File: src/rtl/fifo_sync_param.sv
// Parametrised single-clock FIFO with registered read data and wr_ack/overflow/underflow status.
// Optional synchronous flush port is enabled by defining FIFO_FLUSH_EN.
module fifo_sync_param #(
   parameter int unsigned DATA_WIDTH       = 16,
   parameter int unsigned FIFO_DEPTH       = 8,
   parameter int unsigned ALMOST_FULL_LVL  = FIFO_DEPTH - 1,
   parameter int unsigned ALMOST_EMPTY_LVL = 1,
   localparam int unsigned PTR_W           = $clog2(FIFO_DEPTH),
   localparam int unsigned CNT_W           = $clog2(FIFO_DEPTH + 1)
) (
   input  logic                  clk,
   input  logic                  rst_n,
   input  logic                  wr_en,
   input  logic                  rd_en,
   input  logic [DATA_WIDTH-1:0] data_in,
   output logic [DATA_WIDTH-1:0] data_out,
   output logic                  wr_ack,
   output logic                  overflow,
   output logic                  underflow,
   output logic                  full,
   output logic                  empty,
   output logic                  almostfull,
   output logic                  almostempty,
   output logic [CNT_W-1:0]      count
`ifdef FIFO_FLUSH_EN
   ,
   input  logic                  flush
`endif
);

   logic [DATA_WIDTH-1:0] mem [FIFO_DEPTH];

   logic [PTR_W-1:0]      wr_ptr_q, wr_ptr_d;
   logic [PTR_W-1:0]      rd_ptr_q, rd_ptr_d;
   logic [CNT_W-1:0]      count_q, count_d;
   logic [DATA_WIDTH-1:0] data_out_q, data_out_d;
   logic                  wr_ack_q, wr_ack_d;
   logic                  overflow_q, overflow_d;
   logic                  underflow_q, underflow_d;
   logic                  wr_acc, rd_acc;

   assign full        = (count_q == CNT_W'(FIFO_DEPTH));
   assign empty       = (count_q == '0);
   assign almostfull  = (count_q >= CNT_W'(ALMOST_FULL_LVL)) && !full;
   assign almostempty = (count_q <= CNT_W'(ALMOST_EMPTY_LVL)) && !empty;

   // Acceptance looks only at the current occupancy, so a read at full frees no slot this cycle.
`ifdef FIFO_FLUSH_EN
   assign wr_acc = wr_en && !full && !flush;
   assign rd_acc = rd_en && !empty && !flush;
`else
   assign wr_acc = wr_en && !full;
   assign rd_acc = rd_en && !empty;
`endif

   always_comb begin
      wr_ptr_d    = wr_ptr_q;
      rd_ptr_d    = rd_ptr_q;
      count_d     = count_q;
      data_out_d  = data_out_q;
      wr_ack_d    = wr_acc;
      overflow_d  = wr_en && full;
      underflow_d = rd_en && empty;

      // Explicit wrap so non-power-of-two depths work.
      if (wr_acc) begin
         wr_ptr_d = (wr_ptr_q == PTR_W'(FIFO_DEPTH - 1)) ? '0 : wr_ptr_q + PTR_W'(1);
      end
      if (rd_acc) begin
         rd_ptr_d   = (rd_ptr_q == PTR_W'(FIFO_DEPTH - 1)) ? '0 : rd_ptr_q + PTR_W'(1);
         data_out_d = mem[rd_ptr_q];
      end

      unique case ({wr_acc, rd_acc})
         2'b10:   count_d = count_q + CNT_W'(1);
         2'b01:   count_d = count_q - CNT_W'(1);
         default: count_d = count_q;
      endcase

`ifdef FIFO_FLUSH_EN
      if (flush) begin
         wr_ptr_d    = '0;
         rd_ptr_d    = '0;
         count_d     = '0;
         overflow_d  = 1'b0;
         underflow_d = 1'b0;
      end
`endif
   end

   always_ff @(posedge clk or negedge rst_n) begin
      if (!rst_n) begin
         wr_ptr_q    <= '0;
         rd_ptr_q    <= '0;
         count_q     <= '0;
         data_out_q  <= '0;
         wr_ack_q    <= 1'b0;
         overflow_q  <= 1'b0;
         underflow_q <= 1'b0;
      end else begin
         wr_ptr_q    <= wr_ptr_d;
         rd_ptr_q    <= rd_ptr_d;
         count_q     <= count_d;
         data_out_q  <= data_out_d;
         wr_ack_q    <= wr_ack_d;
         overflow_q  <= overflow_d;
         underflow_q <= underflow_d;
      end
   end

   // Storage is deliberately left out of reset.
   always_ff @(posedge clk) begin
      if (wr_acc) begin
         mem[wr_ptr_q] <= data_in;
      end
   end

   assign data_out  = data_out_q;
   assign wr_ack    = wr_ack_q;
   assign overflow  = overflow_q;
   assign underflow = underflow_q;
   assign count     = count_q;

endmodule
File: config.mk
export PLATFORM = sky130hd
export DESIGN_NAME = fifo_sync_param
export DESIGN_NICKNAME = d
export VERILOG_FILES = /design/src/rtl/fifo_sync_param.sv
export SDC_FILE = /design/constraint.sdc
export NUM_CORES = 1
export LEC_CHECK = 0
export CAP_MARGIN = 5
export CORE_ASPECT_RATIO = 1.1
export CORE_MARGIN = 4
export CORE_UTILIZATION = 50
export CTS_BUF_LIST = sky130_fd_sc_hd__clkbuf_8
export CTS_CLUSTER_DIAMETER = 100
export CTS_CLUSTER_SIZE = 25
export DETAILED_ROUTE_END_ITERATION = 10
export PLACE_DENSITY = 0.82
export SLEW_MARGIN = 15
export SYNTH_ARGS = -nofsm -noshare
export SYNTH_HDL_FRONTEND = slang
export SYNTH_SLANG_ARGS = --single-unit
File: constraint.sdc
create_clock -name clk -period 3 [get_ports clk]
set_clock_uncertainty 0.15 [all_clocks]
set_input_delay 0.45 -clock clk [delete_from_list [all_inputs] [get_ports clk]]
set_output_delay 0.45 -clock clk [all_outputs]
set_load 0.05 [all_outputs]
==> flow_summary.toml, run 1 <==
[sta]
worst_pin_slew_ps = 922.1
max-slew-margin-rel_pct = 38.53
min_period_ps = 2852
setup_viol = 0
rsz0062_at_grt = "no"
min_period_over_period_pct = 95.08
finalHoldViolCount = 0
maxSlewViolCount = 0
hold_slack_ps = 266.3
fmax_mhz = 350.6

[clock_network]
clkLatencyLatePin_ps = 430
cts_tree = "built"
postCtsHoldBufs = 0
post_cts_buffers = 0
cts_max_level = 4
cts_made_buffers = 17
path_clk_slew_ps = 80
cts-root-buf = "clkbuf_8"
cts_buffer_depth = 2
cts.sinks = 157

[setup_path]
endpoint_kind = "output port"
worstRegToRegCells = 9
cp_data_arrival_time_ps = 2250
worstSetupPathType = "register to output port"
rrSetupSlack_ps = 540
crit_fanout = 7
r2r-end = "count[3]"
start_kind = "register"
regToRegStartpoint = "count[0]"
crit_required_ps = 2400

[flow_run]
cap_violations = 0

[logic_synthesis]
yosysUniqueCellTypes = 34
ys.flop_type = "edfxtp_1"
synthArstFlopShare_pct = 18.47
synth.most_common_cell = "edfxtp_1"
synth.top_cells.by_area = "edfxtp_1 61%, dfrtp_1 11%, mux2_2 6.2%, mux2i_1 5.2%, o31ai_2 3.2%"
yosysWarnings = 0
synth_top_area_share_pct = 60.53
seq_area_frac_synth_pct = 71.96
synth-seq-cells = 157
syn_area_per_cell_um2 = 17.49
synth_edf_count = 128
synth_area_leader_cell = "edfxtp_1"
syn_area_mm2 = 0.006350
netlist_instances = 363
synth_nets = 391
synth_common_cells = "128 x edfxtp_1, 35 x mux2_2, 33 x mux2i_1"

[drt]
ant_nets = 0
vias_per_cell = 5.845
dr_total_vias = 3478
routedWlPerCell_um = 21.34
wl_mm = 12.70
first_iter_violations = 229
firstDrtPassIters = 5
drc = 0

[pwr]
leakage_nw = 2.715
total_power_mw = 7.792
power.density_mw_per_mm2 = 1036
ir_drop_mv = 0.8214
clockPowerShare_pct = 21.8
seqPwrFrac_pct = 40.8
internal-power_mw = 5.002
power_switching_mw = 2.791
p_comb_share_pct = 37.4
switching_share_pct = 35.81

[placement]
hpwl_mm = 7.770
io_buffers = 46
gp_congestion = 0.8681

[final_layout]
antenna_cells = 0
fillers = 877
layout-drive-gt1-share_pct = 25.17
fin_util_pct = 61.41
areaGrowthSynthToFinish_pct = 18.42
fin_nets = 456

[floorplan]
start_util_pct = 51.86
pin_count = 47
rows = 42
dieWidth_um = 115.5
die_h_um = 126.2
die_area_mm2 = 0.01457
core_area_mm2 = 0.01224

[global_route]
grt_pass1_vias = 3716
grt_first_pass_wirelength_mm = 19.82
grt_max_degree = 32
antenna_found_initial = 0
track_usage_pct = 18.40
gr-total-overflow = 0

[hold_path]
hold_class = "input port to async pin"

[run_status]
status = "completed"
## cell type report
cell class / instances / area [um^2] / share of cell area, %
inverter: 7 / 26.28 / 0.3494
sequential: 157 / 4571 / 60.78
timing repair buffer: 64 / 619.3 / 8.236
multi-input combinational: 181 / 1669 / 22.20
clock inverter: 15 / 207.7 / 2.762
tap: 154 / 192.7 / 2.562
clock buffer: 17 / 234.0 / 3.111
## what timing repair did
| item | 4_1_cts | 5_1_grt |
|---|---|---|
| setup endpoints to repair | 1 | 1 |
| resized for setup | 1 | 1 |
| cloned | 0 | 0 |
## cells by family (layout without fill, tap and decap cells)
kind of cell / Yosys count / count (layout) / synth area share [%]
flip-flops: 157 / 157 / 71.96
multiplexers: 71 / 71 / 12.12
AO/OA/AOI/OAI: 68 / 68 / 8.571
AND/OR/NAND/NOR: 30 / 30 / 2.818
buffers and inverters: 25 / 103 / 2.404
adder cells (fa/ha/maj): 8 / 8 / 1.576
XOR/XNOR: 4 / 4 / 0.5518
## worst max path at each step
stage,cells past startpoint,startpoint,slack [ps],to
CTS,5,count[0],80,full
global route,4,count[0],20,almostfull
floorplan,5,count[0],-160,mem[2][0]
finish,4,count[0],150,almostfull
detailed placement,4,count[0],470,almostempty
global placement,4,count[0],560,almostempty
## layer usage
layer / up-vias / routed length, um / GRT usage (%)
met1: 1766 / 4923 / 21.96
met2: 136 / 6711 / 31.85
li1: 1554 / - / -
met5: - / 0 / 0
met3: 22 / 824 / 3.743
met4: 0 / 236 / 8.287
## metrics by stage
stage                     setup TNS (ps)  instances  area [um^2]  setup WS [ps]
final                                  0        595         7520          147.7
after global routing                   0        595         7520          19.60
after CTS                              0        595         7517          83.31
after detailed placement               0        563         7077          469.5
after global placement                 0        563         7077          557.0
after floorplan                    -7553        363         6367         -157.4
## flip-flops by register name, indices dropped and copies added (netlist names)
signal / cells
count: 4
data_out: 16
mem: 128
overflow: 1
rd_ptr_q: 3
underflow: 1
wr_ack: 1
wr_ptr_q: 3
## cell usage in the layout, fill, tap and decap left out, drive strengths merged, types with 2 or more instances in the layout
cell / instances
nand2b: 4
bufinv: 5
clkdlybuf4s50: 43
clkbuf: 17
nor2: 7
o31ai: 16
inv: 10
dfrtp: 29
xnor2: 3
o22ai: 16
clkinvlp: 5
nor2b: 2
clkinv: 2
ha: 8
buf: 19
a22o: 16
nand2: 4
mux2: 38
and2: 2
edfxtp: 128
nor3: 4
mux2i: 33
o21ai: 19
## critical path, stage by stage, from the launching register on
cell,delay (ps)
dfrtp_1,470
inv_1,80
ha_1,270
o21ai_0,180
clkdlybuf4s50_1,820
## power groups by stage
| stage | sequential (mW) | clock [mW] | combinational [mW] |
|---|---|---|---|
| after floorplan | 3.55 | 0 | 1.68 |
| after global placement | 3.18 | 0 | 2.84 |
| after detailed placement | 3.23 | 0 | 2.93 |
| after CTS | 3.18 | 1.72 | 2.95 |
| after global routing | 3.23 | 1.81 | 3.10 |
| final | 3.18 | 1.70 | 2.92 |
No activity file was read; power rests on OpenSTA's default activity.
==> run 2: changes to the inputs <==
ABC_AREA = 1   (was not set)
==> flow_summary.toml, run 2 <==
[run_status]
status = "completed"

[placement]
io_buffers = 46
post-place-ws_ps = 507.9
dpl.cell_count = 869
hpwl_mm = 8.639
dpl_cell_area_mm2 = 0.007403
gp_congestion = 0.7967

[logic_synthesis]
synth-seq-cells = 157
synth_common_cells = "207 x nand2_1, 128 x edfxtp_1, 110 x inv_1"
synth_area_leader_cell = "edfxtp_1"
synth_edf_count = 128
syn_area_mm2 = 0.006814
synth_top_area_share_pct = 56.41
seq_area_frac_synth_pct = 67.06
ys.flop_type = "edfxtp_1"
synth.most_common_cell = "nand2_1"
netlist_instances = 650
synthArstFlopShare_pct = 18.47
synth_nets = 678
yosysWarnings = 0
syn_area_per_cell_um2 = 10.48
synth.top_cells.by_area = "edfxtp_1 56%, nand2_1 11%, dfrtp_1 11%, nand3_1 7.1%, inv_1 6.1%"
yosysUniqueCellTypes = 27

[final_layout]
stdcell_area_mm2 = 0.007794
final_cell_mix = "207 x nand2_1, 128 x edfxtp_1, 111 x inv_1"
fillers = 1032
largest_reg_flops = 128
final_cell_count_no_fill = 901
layout_commonest_cell = "nand2_1"
areaGrowthSynthToFinish_pct = 14.38
fin_nets = 732
layout-drive-gt1-share_pct = 8.368
antenna_cells = 0
top_register = "mem"

[floorplan]
rows = 44
core_area_mm2 = 0.01327
dieWidth_um = 119.3
die_area_mm2 = 0.01556
pin_count = 47
die_h_um = 130.4
start_util_pct = 51.36

[clock_network]
cts_tree = "built"
clkLatencyLatePin_ps = 440
cts_made_buffers = 17
cts_max_level = 4
path_clk_slew_ps = 80
post_cts_buffers = 0
cts_buffer_depth = 2
cts-root-buf = "clkbuf_8"
cts.sinks = 157

[global_route]
track_usage_pct = 19.46
gr-total-overflow = 0
grt_pass1_vias = 4799
grt_max_degree = 67
grt_first_pass_wirelength_mm = 23.38
antenna_found_initial = 0

[pwr]
power.density_mw_per_mm2 = 970.3
leakage_nw = 3.456
ir_drop_mv = 0.5035

[setup_path]
worstSetupPathType = "register to output port"
rrSetupSlack_ps = 810
regToRegStartpoint = "count[0]"
start_kind = "register"
worstRegToRegCells = 8
crit_fanout = 6
r2r-end = "mem[5][3]"
crit_required_ps = 2400
endpoint_kind = "output port"
cp_data_arrival_time_ps = 2240

[sta]
final.setup.tns_ps = 0
worst_pin_slew_ps = 847.1
min_period_over_period_pct = 94.57
fmax_mhz = 352.5
max-slew-margin-rel_pct = 43.35
min_period_ps = 2837
finalHoldViolCount = 0
layout_setup_ws_ps = 162.9
rsz0062_at_grt = "no"
setup_viol = 0
maxSlewViolCount = 0

[drt]
drc = 0
firstDrtPassIters = 5
routedWlPerCell_um = 15.94
wl_mm = 14.36
vias_per_cell = 5.144
first_iter_violations = 384
ant_nets = 0
dr_total_vias = 4635

[flow_run]
cap_violations = 0

[hold_path]
hold_class = "input port to async pin"
==> run 2: cell count changes after synthesis, moves of 7 or more <==
cell / before / now
inv_1: 7 / 110
nand3_1: 1 / 97
mux2_2: 35 / 0
inv_2: 0 / 7
nand2_1: 4 / 207
a22o_1: 16 / 0
o21ai_0: 19 / 1
buf_6: 4 / 14
mux2i_1: 33 / 0
o31ai_2: 16 / 0
o22ai_1: 16 / 2
==> run 2: layout make-up <==
class	count	area, um^2	share of cell area (%)
well taps	184	230.2	2.954
repair buffers	62	588.1	7.545
clock inverters	15	148.9	1.910
inverters	119	452.9	5.812
multi-input cells	347	1569	20.13
clock buffers	17	234.0	3.002
flip-flops and latches	157	4571	58.65
==> run 2: worst max-delay path, cell delays in order (launching register included) <==
cell and delay, ps:
dfrtp_1 460, inv_1 120, ha_1 230, nand3_2 120, inv_1 70, clkdlybuf4s50_1 790
==> run 2: worst max path at each step <==
stage	end	slack [ps]	start
after floorplan	mem[1][0]	310	count[0]
after global placement	empty	590	count[0]
after detailed placement	empty	510	count[0]
after CTS	empty	20	count[0]
after global routing	full	30	count[1]
final	full	160	count[0]
==> run 2: stage by stage <==
stage / hold slack [ps] / power [mW] / util [%]
finish: 336.5 / 7.562 / 58.74
global route: 363.6 / 8.019 / 58.74
CTS: 341.7 / 7.583 / 58.69
detailed placement: 319.9 / 6.076 / 55.80
global placement: 315.9 / 5.917 / 55.80
floorplan: 4.409 / 5.283 / -
==> run 2: cells by family after synthesis <==
logic type,share of synthesized area (%)
buffers and inverters,9.916
xor gates and xnor gates,0.3857
AOI/OAI and AO/OA,0.9548
DFF,67.06
adders and majority gates,1.469
and+or+nand+nor,20.22
==> run 2: metal layers <==
metal | share of wire (%) | wire length (um) | vias up | track usage [%]
met5 | 0 | 0 | - | 0
met1 | 38 | 5487 | 2168 | 22.86
met4 | 3.6 | 521 | 0 | 10.65
li1 | - | - | 2182 | -
met3 | 7.4 | 1065 | 49 | 3.616
met2 | 51 | 7286 | 236 | 34.22
==> run 2: repair_timing <==
action | 4_1_cts | 5_1_grt
hold buffers | 0 | 0
gates resized for setup | 0 | 3
endpoints found under the setup margin | 0 | 3
endpoints found under the hold margin | 0 | 0
==> run 2: report_power, final <==
part	switching, mW	internal [mW]	total (mW)
registers	0.213	2.80	3.01
clock network	0.767	0.734	1.50
logic	2.13	0.920	3.05
total	3.11	4.45	7.56
